<file path="src/rtl/inst_fetch.sv">
// Instruction fetch stage: owns the PC, streams reads to synchronous instruction
// memory and buffers returned words in a 2-entry queue in front of decode.
module inst_fetch #(
   parameter logic [15:0] RESET_PC = 16'h0000
) (
   input  logic        clk,
   input  logic        rst_n,
   output logic        imem_req,
   output logic [15:0] imem_addr,
   input  logic [15:0] imem_rdata,
   input  logic        redirect_valid,
   input  logic [15:0] redirect_pc,
   output logic        if_valid,
   input  logic        if_ready,
   output logic [15:0] if_instr,
   output logic [15:0] if_pc,
   output logic [15:0] if_pc_plus2
);

   // Handshake: an entry moves to decode in any cycle where if_valid and
   // if_ready are both high at the rising edge; if_instr/if_pc hold while stalled.

   logic [15:0] fetch_pc;
   logic [15:0] inflight_pc;
   logic        inflight;
   logic [15:0] q_instr [2];
   logic [15:0] q_pc    [2];
   logic        head;
   logic        tail;
   logic [1:0]  count;
   logic        pop;
   logic        push;
   logic [2:0]  occ_next;
   logic        unused_pc_bit0;

   assign unused_pc_bit0 = redirect_pc[0];

   assign if_valid    = (count != 2'd0);
   assign if_instr    = q_instr[head];
   assign if_pc       = q_pc[head];
   assign if_pc_plus2 = q_pc[head] + 16'd2;

   assign pop  = if_valid & if_ready;
   assign push = inflight & ~redirect_valid;

   // Occupancy after this cycle's pop, counting the response still on its way;
   // issuing only below 2 means every response is guaranteed a free slot.
   assign occ_next  = {1'b0, count} + {2'b00, inflight} - {2'b00, pop};
   assign imem_req  = rst_n & ~redirect_valid & (occ_next < 3'd2);
   assign imem_addr = fetch_pc;

   always_ff @(posedge clk) begin
      if (!rst_n) begin
         fetch_pc    <= {RESET_PC[15:1], 1'b0};
         inflight    <= 1'b0;
         inflight_pc <= 16'h0000;
         count       <= 2'd0;
         head        <= 1'b0;
         tail        <= 1'b0;
         q_instr[0]  <= 16'h0000;
         q_instr[1]  <= 16'h0000;
         q_pc[0]     <= 16'h0000;
         q_pc[1]     <= 16'h0000;
      end else if (redirect_valid) begin
         // Younger work is discarded, including the response arriving now.
         count    <= 2'd0;
         head     <= 1'b0;
         tail     <= 1'b0;
         inflight <= 1'b0;
         fetch_pc <= {redirect_pc[15:1], 1'b0};
      end else begin
         if (push) begin
            q_instr[tail] <= imem_rdata;
            q_pc[tail]    <= inflight_pc;
            tail          <= ~tail;
         end
         if (pop) begin
            head <= ~head;
         end
         count    <= count + {1'b0, push} - {1'b0, pop};
         inflight <= imem_req;
         if (imem_req) begin
            inflight_pc <= fetch_pc;
            fetch_pc    <= fetch_pc + 16'd2;
         end
      end
   end

endmodule

</file>
<file path="config.mk">
export PLATFORM = sky130hd
export DESIGN_NAME = inst_fetch
export DESIGN_NICKNAME = d
export VERILOG_FILES = /design/src/rtl/inst_fetch.sv
export SDC_FILE = /design/constraint.sdc
export NUM_CORES = 1
export LEC_CHECK = 0
export ABC_AREA = 1
export CORE_MARGIN = 2
export CORE_UTILIZATION = 56
export CTS_CLUSTER_DIAMETER = 200
export DETAILED_ROUTE_END_ITERATION = 12
export GPL_ROUTABILITY_DRIVEN = 0
export PLACE_DENSITY = 0.83
export SKIP_LAST_GASP = 1
export SYNTH_ARGS = -nofsm -noshare
export SYNTH_HDL_FRONTEND = slang
export SYNTH_SLANG_ARGS = --single-unit
</file>
<file path="constraint.sdc">
create_clock -name clk -period 3.5 [get_ports clk]
set_input_delay 0.35 -clock clk [delete_from_list [all_inputs] [get_ports clk]]
set_output_delay 0.35 -clock clk [all_outputs]
set_load 0.05 [all_outputs]
</file>
# ---- Yosys cells after proc, flatten, opt, wreduce, memory -nomap -nowiden
# Memories as Yosys holds them, arrays and structs flattened. A register that Yosys moved wholly into a read port is not among the register bits.
# Index checks and enable logic that the tools add are counted.
dict set report word_totals {
  output_inout_bits 66
  mem_count 2
  ram_bits 64
  register_bits 37
  word_cells 47
}
# name words word_bits read_ports rd_clocked_by_memory_dff write_ports line
set memory_table {}
lappend memory_table {q_instr 2 16 1 1 2 26} ;# logic [15:0] q_instr [2];
lappend memory_table {q_pc 2 16 1 1 2 27} ;# logic [15:0] q_pc [2];
dict set report classes {
  reduce_logical 6
  mux 17
  order_cmp 1
  bitwise_logic 8
  n_addsub 6
}
# operator count
set ops {}
lappend ops {{16-bit 2-to-1 mux} 4}
lappend ops {{16-bit by 2-bit adder with 16-bit output, second input constant} 2}
lappend ops {{16-bit OR reduction} 2}
lappend ops {{1-bit 2-to-1 mux} 13}
lappend ops {{1-bit bitwise AND} 4}
lappend ops {{1-bit NOT} 4}
lappend ops {{2-bit nonzero test} 2}
lappend ops {{2-bit by 1-bit adder with 3-bit output} 1}
lappend ops {{3-bit by 2-bit < comparator with 1-bit output, second input constant} 1}
lappend ops {{3-bit by 1-bit subtractor with 3-bit output} 1}
lappend ops {{2-bit by 1-bit adder with 2-bit output} 1}
lappend ops {{2-bit AND reduction} 1}
lappend ops {{2-bit OR reduction} 1}
lappend ops {{2-bit by 1-bit subtractor with 2-bit output} 1}

# ---- Longest topological paths before layout
dict set report depth {
  depth_word 8
  depth_mapped 14
}

# ---- Worst setup path before layout
# No wires, ideal clock.
dict set report synth_path {
  path_type {reg-to-output}
  startpoint {register with a tool-made name}
  endpoint {output if_pc_plus2[9]}
  path_stages_with_launch 9
  path_slack_ns 0.539
  arrival_time_ns 2.611
  cell_sequence {dfxtp_1 -> buf_6 -> buf_8 -> o21ai_2 -> ha_1 -> inv_1 -> nor2_2 -> nand2_2 -> xnor2_1}
}
# element line
set synth_rtl {}
lappend synth_rtl {{end: declaration} 17} ;# output logic [15:0] if_pc_plus2

==> metrics.txt <==
status=finished, final reports clean; Die H=between 90 and 100 um; Synth top cells by count=nand2_1 (116), nor2_1 (91), inv_1 (82), edfxtp_1 (62), dfxtp_1 (36); Core ar.=around 8600 um2; Worst Max-Slew Pin Slew=approximately 530 ps; met3 WL=about 560 um; Vias/cell=between 5 and 6; count leader, synth=nand2_1; vias=between 4000 and 5000; clock latency on the worst-skew pair=around 370 ps; Req. time, crit path=~3200 ps; top cells by area, synth=edfxtp_1 (38%), dfxtp_1 (15%), nand2_1 (8.8%); Post-synth ARST share=0; Final Cell Area=between 6000 and 7000 um2; Placed Cells=765; die width=between 90 and 100 um; VDD IR-drop max=0.000240 V; worst min-delay path category=flop to flop; Clock Tree Root=clkbuf_8; CP arrival=between 2000 and 3000 ps; Flop pwr share=0.530; dpl ws=between 500 and 600 ps; CP startpoint kind=flop; Avg Inst Size Synth=~8.6 um2; GRT overflow=0; CTS tree=done; CTS hold repair buffers=0; Leak Pwr=between 0.002 and 0.0025 uW; # setup viols final=0; final hold violation count=0; Syn Inst Count=between 500 and 600; First-pass DRT Iterations=5; initial antenna violation count=0; M1 WL=~4.5 mm; worst r2r path cells=13; Clock transition at path regs=roughly 90 ps; Max Clock Skew=~11 ps; Fmax=between 300 and 400 MHz; n_diodes=0; drt total wl=approximately 10 mm; PostCTS Resize Cnt=0; standard-cell row count=34; total global routing track utilization=0.224; hold depth=1; # clock sinks=98; Clock Path Buffers=2; number of global-route vias before repair=4026; Tmin final=approximately 3200 ps; fin cells=between 700 and 800; MaxCap Viol Count=0; max layer used=met4; synthesized cell area=~5000 um2; Pwr Density=approximately 400 nW/um2; area added between synthesis and finish=25.3%; first-pass GRT wire length=17.7 mm; unique cell type count in the Yosys netlist=34; Final nets=just over 700; drt wl/cell=13.3 um; clock buffer count from CTS=9; RSZ-0062 raised after global routing=no; Final Cycle Share=0.914; Post-synth EDFFs=62; Starting Density=0.571; area share of the largest cell type after synthesis=0.378; fin util=0.715; largest net degree at the start of global routing=40; delay of the slowest cell on the worst path=about 800 ps; Post-CTS Setup Bufs=0; WL met2=about 5.1 mm; die area=around 9600 um2; Comb pwr share=0.191; crit path kind=flop to primary output; Final ANT Viol Nets=0; clock share of power=0.279; peak fanout along the critical path=22; register area share after synthesis=0.524; Synth Register Bits=about 100; layout cells sized above 1=0.104; IO Port Bufs=97; max-slew violations=0; Sw Pwr=763 uW; Setup TNS=0 ps; H-tree Lvls=3; Ports=around 100; initial DRC count=195; Post-route DRC=0; CP endpoint kind=primary output; Post-synth top flop=edfxtp_1; final worst setup slack=approximately 300 ps; Int Power=around 1700 uW; leading area contributor after synthesis=edfxtp_1; relative slew slack=0.643; Critical Path, Cell by Cell=buf_4, nor2_1, a21oi_4, nand2_1, nor2_1, nand4_1, nand2_1, clkdlybuf4s50_1; DP Area=about 6000 um2; CP max stage cell=clkdlybuf4s50_1; Sw Ratio=0.307; dpl hpwl=between 7 and 8 mm; Fillers=655; synth warn=0
## logic make-up (layout without fill, tap and decap cells)
logic type,count (synthesis),after routing,share of synthesized area
buf+inv,109,206,0.0932
flops,98,98,0.524
other cells,1,3,0.000761
xor+xnor,11,11,0.0195
fa+ha+maj,4,4,0.0117
compound gates,71,71,0.0901
mux,16,16,0.0366
simple gates,264,264,0.224
## registers in the layout, indices dropped and copies added (netlist names), named ones only
| signal | count |
|---|---|
| q_instr | 32 |
| q_pc | 30 |
| imem_addr | 15 |
| inflight_pc | 15 |
| count | 2 |
| head | 1 |
| inflight | 1 |
| tail | 1 |
## metrics by stage
step                      hold slack [ps]  total power [uW]
after global routing                  507              2570
final                                 490              2480
after detailed placement              462              1820
after CTS                             476              2490
after global placement                438              1800
after floorplan                       425              1650
## power groups by stage
| stage | registers (uW) | clock network (uW) | logic [uW] |
|---|---|---|---|
| after floorplan | 1370 | 0 | 279 |
| after global placement | 1340 | 0 | 466 |
| after detailed placement | 1340 | 0 | 475 |
| after CTS | 1310 | 697 | 477 |
| after global routing | 1320 | 743 | 509 |
| final | 1320 | 692 | 475 |
## path summary, 6_finish.rpt
| kind | start | to | slack (ps) |
|---|---|---|---|
| worst max-delay path | flop | if_pc_plus2[15] | 300 |
| worst min-delay path | head | head | 490 |
| worst max register to register | count[1] | imem_addr[9] | 850 |
| worst min register to register | head | head | 490 |
## final cells by class
type                    instances  area, um2  share of cell area
clock inverters                 7       61.3             0.00993
multi-input cells             369       1890               0.307
flip-flops and latches         98       2580               0.418
inverters                      84        315              0.0511
clock buffers                   9        124              0.0201
well taps                     108        135              0.0219
repair buffers                106       1060               0.172
## cells in the final DEF (no fill, tap or decap), drive strengths merged
| cell type | n |
|---|---|
| nand2 | 119 |
| nor2 | 99 |
| clkdlybuf4s50 | 96 |
| inv | 88 |
| edfxtp | 62 |
| dfxtp | 36 |
| nand3 | 35 |
| o21ai | 34 |
| a21oi | 30 |
| mux2 | 16 |
| buf | 10 |
| nand4 | 9 |
| clkbuf | 9 |
| xnor2 | 6 |
| xor2 | 5 |
| o21bai | 4 |
| ha | 3 |
| conb | 3 |
| a22oi | 2 |
| clkinvlp | 2 |
| o21a | 1 |
| nand3b | 1 |
| nor3 | 1 |
| fa | 1 |
| clkinv | 1 |
## metal layers
layer	up-vias	GRT usage
li1	2019	-
met1	1872	0.276
met2	139	0.403
met3	19	0.0329
met4	0	0.0801
met5	-	0
## worst max-delay path, delay by kind of cell (launching register included)
family	cells	cell delay [ps]
buf+inv	2	1150
flops	1	470
simple gates	5	660
compound gates	1	210
Power figures use the tool's default switching activity.
